--- config.mk ---
export PLATFORM = sky130hd
export DESIGN_NAME = sersub_flat
export DESIGN_NICKNAME = d
export VERILOG_FILES = /design/src/rtl/sersub_pkg.sv /design/src/rtl/sersub_if.sv /design/src/rtl/sersub_fsc.sv /design/src/rtl/sersub.sv /design/src/flat_wrapper.sv
export SDC_FILE = /design/constraint.sdc
export NUM_CORES = 1
export LEC_CHECK = 0
export ABC_CLOCK_PERIOD_IN_PS = 2350
export CORE_UTILIZATION = 25
export DETAILED_ROUTE_END_ITERATION = 10
export PLACE_DENSITY = 0.54
export SLEW_MARGIN = 20
export SYNTH_ARGS = -nofsm -noshare
export SYNTH_HDL_FRONTEND = slang
export SYNTH_HIERARCHICAL = 1
export SYNTH_SLANG_ARGS = --single-unit
--- constraint.sdc ---
create_clock -name clk -period 2.35 [get_ports clk]
set_input_delay 0.5875 -clock clk [delete_from_list [all_inputs] [get_ports clk]]
set_output_delay 0.5875 -clock clk [all_outputs]
set_load 0.02 [all_outputs]
--- src/rtl/sersub_pkg.sv ---
// -----------------------------------------------------------------------------
// sersub_pkg
// Shared declarations for the bit-serial subtractor slice.
//   sersub_state_e : controller states (IDLE, RUN, DONE)
//   SERSUB_W       : default operand/result width
// -----------------------------------------------------------------------------
package sersub_pkg;

   localparam int SERSUB_W = 8;

   typedef enum logic [1:0] {
      IDLE = 2'd0,
      RUN  = 2'd1,
      DONE = 2'd2
   } sersub_state_e;

endpackage : sersub_pkg

--- src/rtl/sersub_if.sv ---
// -----------------------------------------------------------------------------
// sersub_if
// Start/busy/done operand/result bundle between a controller and sersub.
//   start, x, y, bi : request and operands (controller -> subtractor)
//   busy, done      : progress / one-cycle completion pulse
//   d, bo           : difference and borrow-out, held until next accepted start
//   ovf             : signed overflow, present only with SERSUB_OVF_EN defined
//
// Handshake: start is sampled on a rising edge only while busy is low; that
// edge captures x, y and bi. done is high for exactly one cycle and d/bo/ovf
// are valid for as long as no new start is accepted. There is no back-pressure
// and no queuing: a start seen while busy is dropped.
//
// Modports: master = controller side, slave = subtractor side.
// -----------------------------------------------------------------------------
interface sersub_if
   import sersub_pkg::*;
#(
   parameter int W = SERSUB_W
);

   logic         start;
   logic [W-1:0] x;
   logic [W-1:0] y;
   logic         bi;
   logic         busy;
   logic         done;
   logic [W-1:0] d;
   logic         bo;
`ifdef SERSUB_OVF_EN
   logic         ovf;
`endif

   modport master (
      output start, x, y, bi,
      input  busy, done, d, bo
`ifdef SERSUB_OVF_EN
      , input ovf
`endif
   );

   modport slave (
      input  start, x, y, bi,
      output busy, done, d, bo
`ifdef SERSUB_OVF_EN
      , output ovf
`endif
   );

endinterface : sersub_if

--- src/rtl/sersub_fsc.sv ---
// -----------------------------------------------------------------------------
// sersub_fsc
// Combinational one-bit full-subtractor cell: diff = a - b - bin.
//   a, b, bin  : minuend bit, subtrahend bit, borrow-in
//   diff, bout : difference bit, borrow-out
// -----------------------------------------------------------------------------
module sersub_fsc (
   input  logic a,
   input  logic b,
   input  logic bin,
   output logic diff,
   output logic bout
);

   assign diff = a ^ b ^ bin;
   // Borrow when b exceeds a outright, or when a == b and a borrow arrives.
   assign bout = (~a & b) | (~(a ^ b) & bin);

endmodule : sersub_fsc

--- src/rtl/sersub.sv ---
// -----------------------------------------------------------------------------
// sersub
// Bit-serial W-bit subtractor, d = x - y - bi, one bit per clock, LSB first.
// One full-subtractor cell plus a registered borrow replace a ripple chain.
//
// Ports:
//   clk       : rising-edge clock
//   rst_n     : asynchronous active-low reset
//   bus       : sersub_if.slave (start/x/y/bi in, busy/done/d/bo[/ovf] out)
//   dbg_state : current controller state, for observation only
//
// Optional feature: define SERSUB_OVF_EN to add the ovf output and the
// captured-operand MSB registers it needs.
//
// Timing: start accepted at edge 0, bits 0..W-1 produced at edges 1..W,
// done high after edge W for one cycle. d shows partial shifts while busy.
// -----------------------------------------------------------------------------
module sersub
   import sersub_pkg::*;
#(
   parameter int W = SERSUB_W
) (
   input  logic          clk,
   input  logic          rst_n,
   sersub_if.slave       bus,
   output sersub_state_e dbg_state
);

   localparam int CW = $clog2(W);

   sersub_state_e state_q, state_d;

   logic [W-1:0]  xs_q;
   logic [W-1:0]  ys_q;
   logic [W-1:0]  d_q;
   logic          borrow_q;
   logic          bo_q;
   logic [CW-1:0] cnt_q;

   logic          accept;
   logic          last_bit;
   logic          cell_diff;
   logic          cell_bout;

`ifdef SERSUB_OVF_EN
   logic          x_msb_q;
   logic          y_msb_q;
   logic          ovf_q;
`endif

   // A request is taken in IDLE and also in DONE, which gives back-to-back
   // operation with no idle cycle when start is held.
   assign accept   = bus.start && (state_q != RUN);
   assign last_bit = (state_q == RUN) && (cnt_q == CW'(W - 1));

   sersub_fsc u_fsc (
      .a    (xs_q[0]),
      .b    (ys_q[0]),
      .bin  (borrow_q),
      .diff (cell_diff),
      .bout (cell_bout)
   );

   // ---------------------------------------------------------------- FSM
   always_ff @(posedge clk or negedge rst_n) begin
      if (!rst_n) begin
         state_q <= IDLE;
      end else begin
         state_q <= state_d;
      end
   end

   always_comb begin
      state_d = state_q;
      unique case (state_q)
         IDLE: begin
            if (accept) state_d = RUN;
         end
         RUN: begin
            if (last_bit) state_d = DONE;
         end
         DONE: begin
            state_d = accept ? RUN : IDLE;
         end
         default: state_d = IDLE;
      endcase
   end

   // ---------------------------------------------------------------- datapath
   always_ff @(posedge clk or negedge rst_n) begin
      if (!rst_n) begin
         xs_q     <= '0;
         ys_q     <= '0;
         d_q      <= '0;
         borrow_q <= 1'b0;
         bo_q     <= 1'b0;
         cnt_q    <= '0;
`ifdef SERSUB_OVF_EN
         x_msb_q  <= 1'b0;
         y_msb_q  <= 1'b0;
         ovf_q    <= 1'b0;
`endif
      end else if (accept) begin
         xs_q     <= bus.x;
         ys_q     <= bus.y;
         borrow_q <= bus.bi;
         cnt_q    <= '0;
`ifdef SERSUB_OVF_EN
         // Shift registers lose the MSBs, so keep them for the overflow test.
         x_msb_q  <= bus.x[W-1];
         y_msb_q  <= bus.y[W-1];
`endif
      end else if (state_q == RUN) begin
         // New bit enters at the top; after W shifts bit 0 sits at d[0].
         d_q      <= {cell_diff, d_q[W-1:1]};
         xs_q     <= {1'b0, xs_q[W-1:1]};
         ys_q     <= {1'b0, ys_q[W-1:1]};
         borrow_q <= cell_bout;
         cnt_q    <= cnt_q + CW'(1);
         if (last_bit) begin
            bo_q  <= cell_bout;
`ifdef SERSUB_OVF_EN
            // cell_diff here is the final d[W-1].
            ovf_q <= (x_msb_q != y_msb_q) && (cell_diff != x_msb_q);
`endif
         end
      end
   end

   // ---------------------------------------------------------------- outputs
   assign bus.busy = (state_q == RUN);
   assign bus.done = (state_q == DONE);
   assign bus.d    = d_q;
   assign bus.bo   = bo_q;
`ifdef SERSUB_OVF_EN
   assign bus.ovf  = ovf_q;
`endif
   assign dbg_state = state_q;

endmodule : sersub
--- src/flat_wrapper.sv ---
// flat-port wrapper written by rule: the top's interface ports become plain ports
module sersub_flat import sersub_pkg::*;
#(
   parameter int W = SERSUB_W
)
  (clk, rst_n, dbg_state, bus_start, bus_x, bus_y, bus_bi, bus_busy, bus_done, bus_d, bus_bo);
  sersub_if #(.W(W)) bus_i ();
  input  logic clk;
  input  logic rst_n;
  output sersub_state_e dbg_state;
  input wire logic [$bits(bus_i.start)-1:0] bus_start;
  input wire logic [$bits(bus_i.x)-1:0] bus_x;
  input wire logic [$bits(bus_i.y)-1:0] bus_y;
  input wire logic [$bits(bus_i.bi)-1:0] bus_bi;
  output wire logic [$bits(bus_i.busy)-1:0] bus_busy;
  output wire logic [$bits(bus_i.done)-1:0] bus_done;
  output wire logic [$bits(bus_i.d)-1:0] bus_d;
  output wire logic [$bits(bus_i.bo)-1:0] bus_bo;
  assign bus_i.start = bus_start;
  assign bus_i.x = bus_x;
  assign bus_i.y = bus_y;
  assign bus_i.bi = bus_bi;
  assign bus_busy = bus_i.busy;
  assign bus_done = bus_i.done;
  assign bus_d = bus_i.d;
  assign bus_bo = bus_i.bo;
  sersub #(.W(W)) u_core (.clk(clk), .rst_n(rst_n), .bus(bus_i), .dbg_state(dbg_state));
endmodule
Word level (Yosys, flattened, before mapping)
Index checks and enable logic that the tools add are counted.
{ "word_totals": {"reg_bits": 31, "input_bits": 20, "out_inout_bits": 13, "elab_cells": 41} }
{ "op_classes": {"n_addsub": 1, "n_eq_ne": 6, "muxes": 12, "bitwise_logic": 8, "n_reduce_logical": 7} }
{ "op_table": {"columns": ["op", "count"], "rows": [
  ["$mux W8", 4],
  ["$mux W3", 2],
  ["$ne A2 B1 Y1 const B", 3],
  ["$pmux W2 S3", 1],
  ["$mux W2", 2],
  ["$reduce_and A2 Y1", 2],
  ["$add A3 B1 Y3 const B", 1],
  ["$eq A3 B3 Y1 const B", 1],
  ["$mux W1", 3],
  ["$not A1 Y1", 3],
  ["$reduce_and A3 Y1", 1],
  ["$and A1 B1 Y1", 2],
  ["$eq A2 B1 Y1 const B", 1],
  ["$eq A2 B2 Y1 const B", 1],
  ["$logic_and A1 B1 Y1", 2],
  ["$logic_not A2 Y1", 1],
  ["$reduce_bool A2 Y1", 1],
  ["$xor A1 B1 Y1", 2],
  ["$or A1 B1 Y1", 1]
]} }

Logic depth before layout (Yosys ltp)
Gate-level depths: netlist of the first run.
{ "logic_depth": {"ltp_word": 6, "depth_mapped": 4, "mapped_depth_nobuf": 4} }

Cells and area by module
Netlist of the first run, hierarchy kept.
{ "modules_own_cells": {"columns": ["mod", "instances", "cells_each", "area_each_um2", "seq_area_each_um2"], "rows": [
  ["sersub", 1, 94, 1536.5, 775.7],
  ["sersub_fsc", 1, 4, 31.3, 0.0]
]} }

Least setup slack after synthesis of the first run
OpenSTA, ideal clock, no wires.
{ "synth_path": {"kind": "register -> output", "startpoint": "register u_core.state_q[1], in the netlist u_core/dbg_state[1]", "endpoint": "output bus_busy", "t_arrival_ns": 0.957, "required_ns": 1.762, "path_slack_ns": 0.806, "path_stages_with_launch": 4, "n_path_buf": 1, "path_cell_list": "dfrtp_1 > nand2b_1 > buf_6 > inv_1"} }
{ "synth_via": {"elab_chain_len": 1} }
{ "synth_lines": {"columns": ["item", "line", "text"], "rows": [
  ["start: declaration", "sersub.sv:31", "sersub_state_e state_q, state_d;"],
  ["start signal: assignment", "sersub.sv:69", "state_q <= state_d;"],
  ["$eq A2 B1 Y1", "sersub.sv:131", "assign bus.busy = (state_q == RUN);"],
  ["end: declaration", "flat_wrapper.sv:15", "output wire logic [$bits(bus_i.busy)-1:0] bus_busy;"]
]} }
Every way passes these cells.

Final worst setup path of the first run
Same ends and word-level chain as after synthesis.

==> flow_metrics.env, run 1 <==
export IMPL_drive_gt1_share_pct=39.0
export IMPL_clockBufferDepth=2
export IMPL_holdPathStages=1
export IMPL_arrival_ns=1.65
export IMPL_cts_resized=0
export IMPL_finalSetupTns_ns=0
export IMPL_die_h_um=81.2
export IMPL_max_freq_mhz=447
export IMPL_rrSetupSlack_ns=0.88
export IMPL_portBuffers=32
export IMPL_r2r_end="u_core/bus.d[1]$_DFFE_PN0P_"
export IMPL_fin_crit_ns=2.24
export IMPL_finalHoldViolCount=0
export IMPL_reg2reg_from="u_core/dbg_state[0]$_DFFE_PN0P_"
export IMPL_fin_skew_ns=0.00656
export IMPL_synth_mux_area_share_pct=39.3
export IMPL_gr_usage_all_layers_pct=10.4
export IMPL_cts_sinks=31
export IMPL_syn_area_per_cell_um2=16.0
export IMPL_synth_top_family_by_area="multiplexers"
export IMPL_irDropWorstVdd_v=0.000705
export IMPL_core_um2=5990
export IMPL_hp_class="flip-flop to flip-flop"
export IMPL_ctsHoldBuffers=0
export IMPL_path_clk_slew_ns=0.06
export IMPL_status="finished, final reports clean"
export IMPL_gp_congestion=0.663
export IMPL_hold_slack_ns=0.494
export IMPL_holdPathEnd="u_core/cnt_q[0]$_DFFE_PN0P_"
export IMPL_critPathRequiredTime_ns=1.76
export IMPL_end_kind="output port"
export IMPL_synthXorXnorAreaFrac_pct=0
export IMPL_crit_family="buffers and inverters"
export IMPL_dr_pass1_iters=4
export IMPL_area_growth_syn_to_layout_pct=30.6
export IMPL_numCtsBuffers=5
export IMPL_slew_viol_final=0
export IMPL_place_inst=203
export IMPL_nNetsFinal=158
export IMPL_p_leak_nw=0.960
export IMPL_synth_area_um2=1570
export IMPL_start_util_pct=26.2
export IMPL_place_hpwl_mm=2.12
export IMPL_timing_final_crit_share_pct=95.2
export IMPL_slowest_delay_ns=0.63
export IMPL_p_per_area_nw_per_um2=1290
export IMPL_vias_per_cell=4.23
export IMPL_dieArea_um2=6590
export IMPL_cap_violations=0
export IMPL_fin_cells=211
export IMPL_ant_nets=0
export IMPL_wl_per_cell_um=14.6
export IMPL_clkLatencyLatePin_ns=0.28
export IMPL_yosys_warnings=6
export IMPL_grt_pass1_vias=993
export IMPL_antenna_found_initial=0
export IMPL_syn_nets=121
export IMPL_cp_slowest_cell="clkdlybuf4s50_1"
export IMPL_synth_adder_area_share_pct=2.87
export IMPL_grt_max_degree=32
export IMPL_crit_buf_inv=2
export IMPL_p_total_mw=2.63
export IMPL_cts_root_buf="clkbuf_8"
export IMPL_ys_types=13
export IMPL_grt_first_pass_wirelength_mm=5.00
export IMPL_path_max_fanout=4
export IMPL_relSlewSlack_pct=68.7
export IMPL_yosysSeqAreaShare_pct=49.5
export IMPL_ff2ff_path_depth=3
export IMPL_yosys_area_share_simple_pct=2.95
export IMPL_cts_htree_levels=2
export IMPL_hp_start="u_core/cnt_q[0]$_DFFE_PN0P_"
export IMPL_num_vias=892
export IMPL_crit_path_start_kind="flip-flop"
export IMPL_wl_mm=3.07
export IMPL_path_class="flip-flop to output port"
export IMPL_rsz0062_at_grt="no"
export IMPL_boundaryPins=33
export IMPL_row_count=28
export IMPL_antenna_cells=0
export IMPL_grt_ovfl_total=0
export IMPL_syn_inst=98
export IMPL_finalSetupViolCount=0
export IMPL_cts_tree="yes"
export IMPL_die_w_um=81.2
export IMPL_ys_ff_latch=31
export IMPL_worst_pin_slew_ns=0.470
export IMPL_drc=0
export IMPL_post_cts_setup_buffers=0
export IMPL_first_iter_violations=54
export IMPL_synth_compound_area_share_pct=0.399
export IMPL_cp_cell_sequence="nand2b_2 > inv_1 > clkdlybuf4s50_1"
==> cell type report <==
type	count	area, µm²
Tap cell	75	93.8
Multi-Input combinational cell	56	716
Timing Repair Buffer	35	355
Clock buffer	5	68.8
Clock inverter	3	15.0
Inverter	6	22.5
Sequential cell	31	776
Fill cell	586	3940
==> synthesized netlist by cell type <==
master	instances	share of area [%]
mux2i_1	3	1.9
buf_6	5	3.6
fa_1	1	1.3
mux2_4	33	32
dfrtp_1	31	49
nand2b_1	2	0.80
mux2_2	8	5.7
nand3b_1	1	0.48
o22ai_1	1	0.40
nor2_1	2	0.48
nor2b_1	3	1.2
inv_1	6	1.4
ha_1	2	1.6
==> kinds of logic after synthesis <==
group | after synthesis
multiplexers | 44
flip-flops | 31
buffers and inverters | 11
AND/OR/NAND/NOR | 8
adder cells (fa/ha/maj) | 3
AO/OA/AOI/OAI | 1
==> worst register-to-register path, delay by kind of cell, from the launching register on <==
kind,cells,cell delay (ns)
DFF,1,0.44
and+or+nand+nor,1,0.10
buffers and inverters,1,0.40
muxes,1,0.42
==> per-layer routing <==
| metal | global-route usage [%] | vias to the layer above | part of all wire (%) |
|---|---|---|---|
| met3 | 3.82 | 4 | 5.0 |
| met2 | 17.1 | 23 | 50 |
| met5 | 0 | - | 0 |
| met1 | 12.6 | 455 | 44 |
| met4 | 2.68 | 0 | 0.81 |
| li1 | - | 410 | - |
==> cell usage in the layout (no fill, tap or decap), drive strengths merged <==
cell type,n
fa,1
buf,3
dfrtp,31
nand2b,2
nand3b,1
inv,6
mux2,41
nor2,2
mux2i,3
clkbuf,5
clkinv,3
o22ai,1
clkdlybuf4s50,32
ha,2
nor2b,3
==> metrics by stage <==
| stage | cell area [µm²] | util, % | worst slack (ns) |
|---|---|---|---|
| after floorplan | 1570 | - | 0.806 |
| after global placement | 1960 | 32.8 | 0.247 |
| after detailed placement | 1960 | 32.8 | 0.219 |
| after CTS | 2050 | 34.2 | 0.0816 |
| after global routing | 2050 | 34.2 | 0.0287 |
| final | 2050 | 34.2 | 0.112 |
==> worst max path at each step <==
stage / start / to / slack (ns) / cells past startpoint
finish: u_core/dbg_state[1]$_DFFE_PN0P_ / bus_busy / 0.11 / 3
global route: u_core/dbg_state[1]$_DFFE_PN0P_ / bus_busy / 0.03 / 3
CTS: u_core/dbg_state[1]$_DFFE_PN0P_ / bus_busy / 0.08 / 3
detailed placement: bus_start / u_core/ys_q[1]$_DFFE_PN0P_ / 0.22 / 4
global placement: bus_start / u_core/xs_q[0]$_DFFE_PN0P_ / 0.25 / 4
floorplan: u_core/dbg_state[1]$_DFFE_PN0P_ / bus_busy / 0.81 / 3
==> sequential cells by signal (all words and copies together), names as in the netlist <==
register / flops
u_core/borrow_q: 1
u_core/bus.bo: 1
u_core/bus.d: 8
u_core/cnt_q: 3
u_core/dbg_state: 2
u_core/xs_q: 8
u_core/ys_q: 8
==> report_power, final <==
part	switching (mW)	internal, mW
clock network	0.193	0.202
registers	0.160	0.786
logic	0.497	0.793
No activity file was read; power rests on OpenSTA's default activity.
==> inputs of run 2 (changes only) <==
Settings changed: ABC_CLOCK_PERIOD_IN_PS 2350 to default.
==> results of run 2 <==
The final DEF is identical to that of run 1; final timing and power are the same.
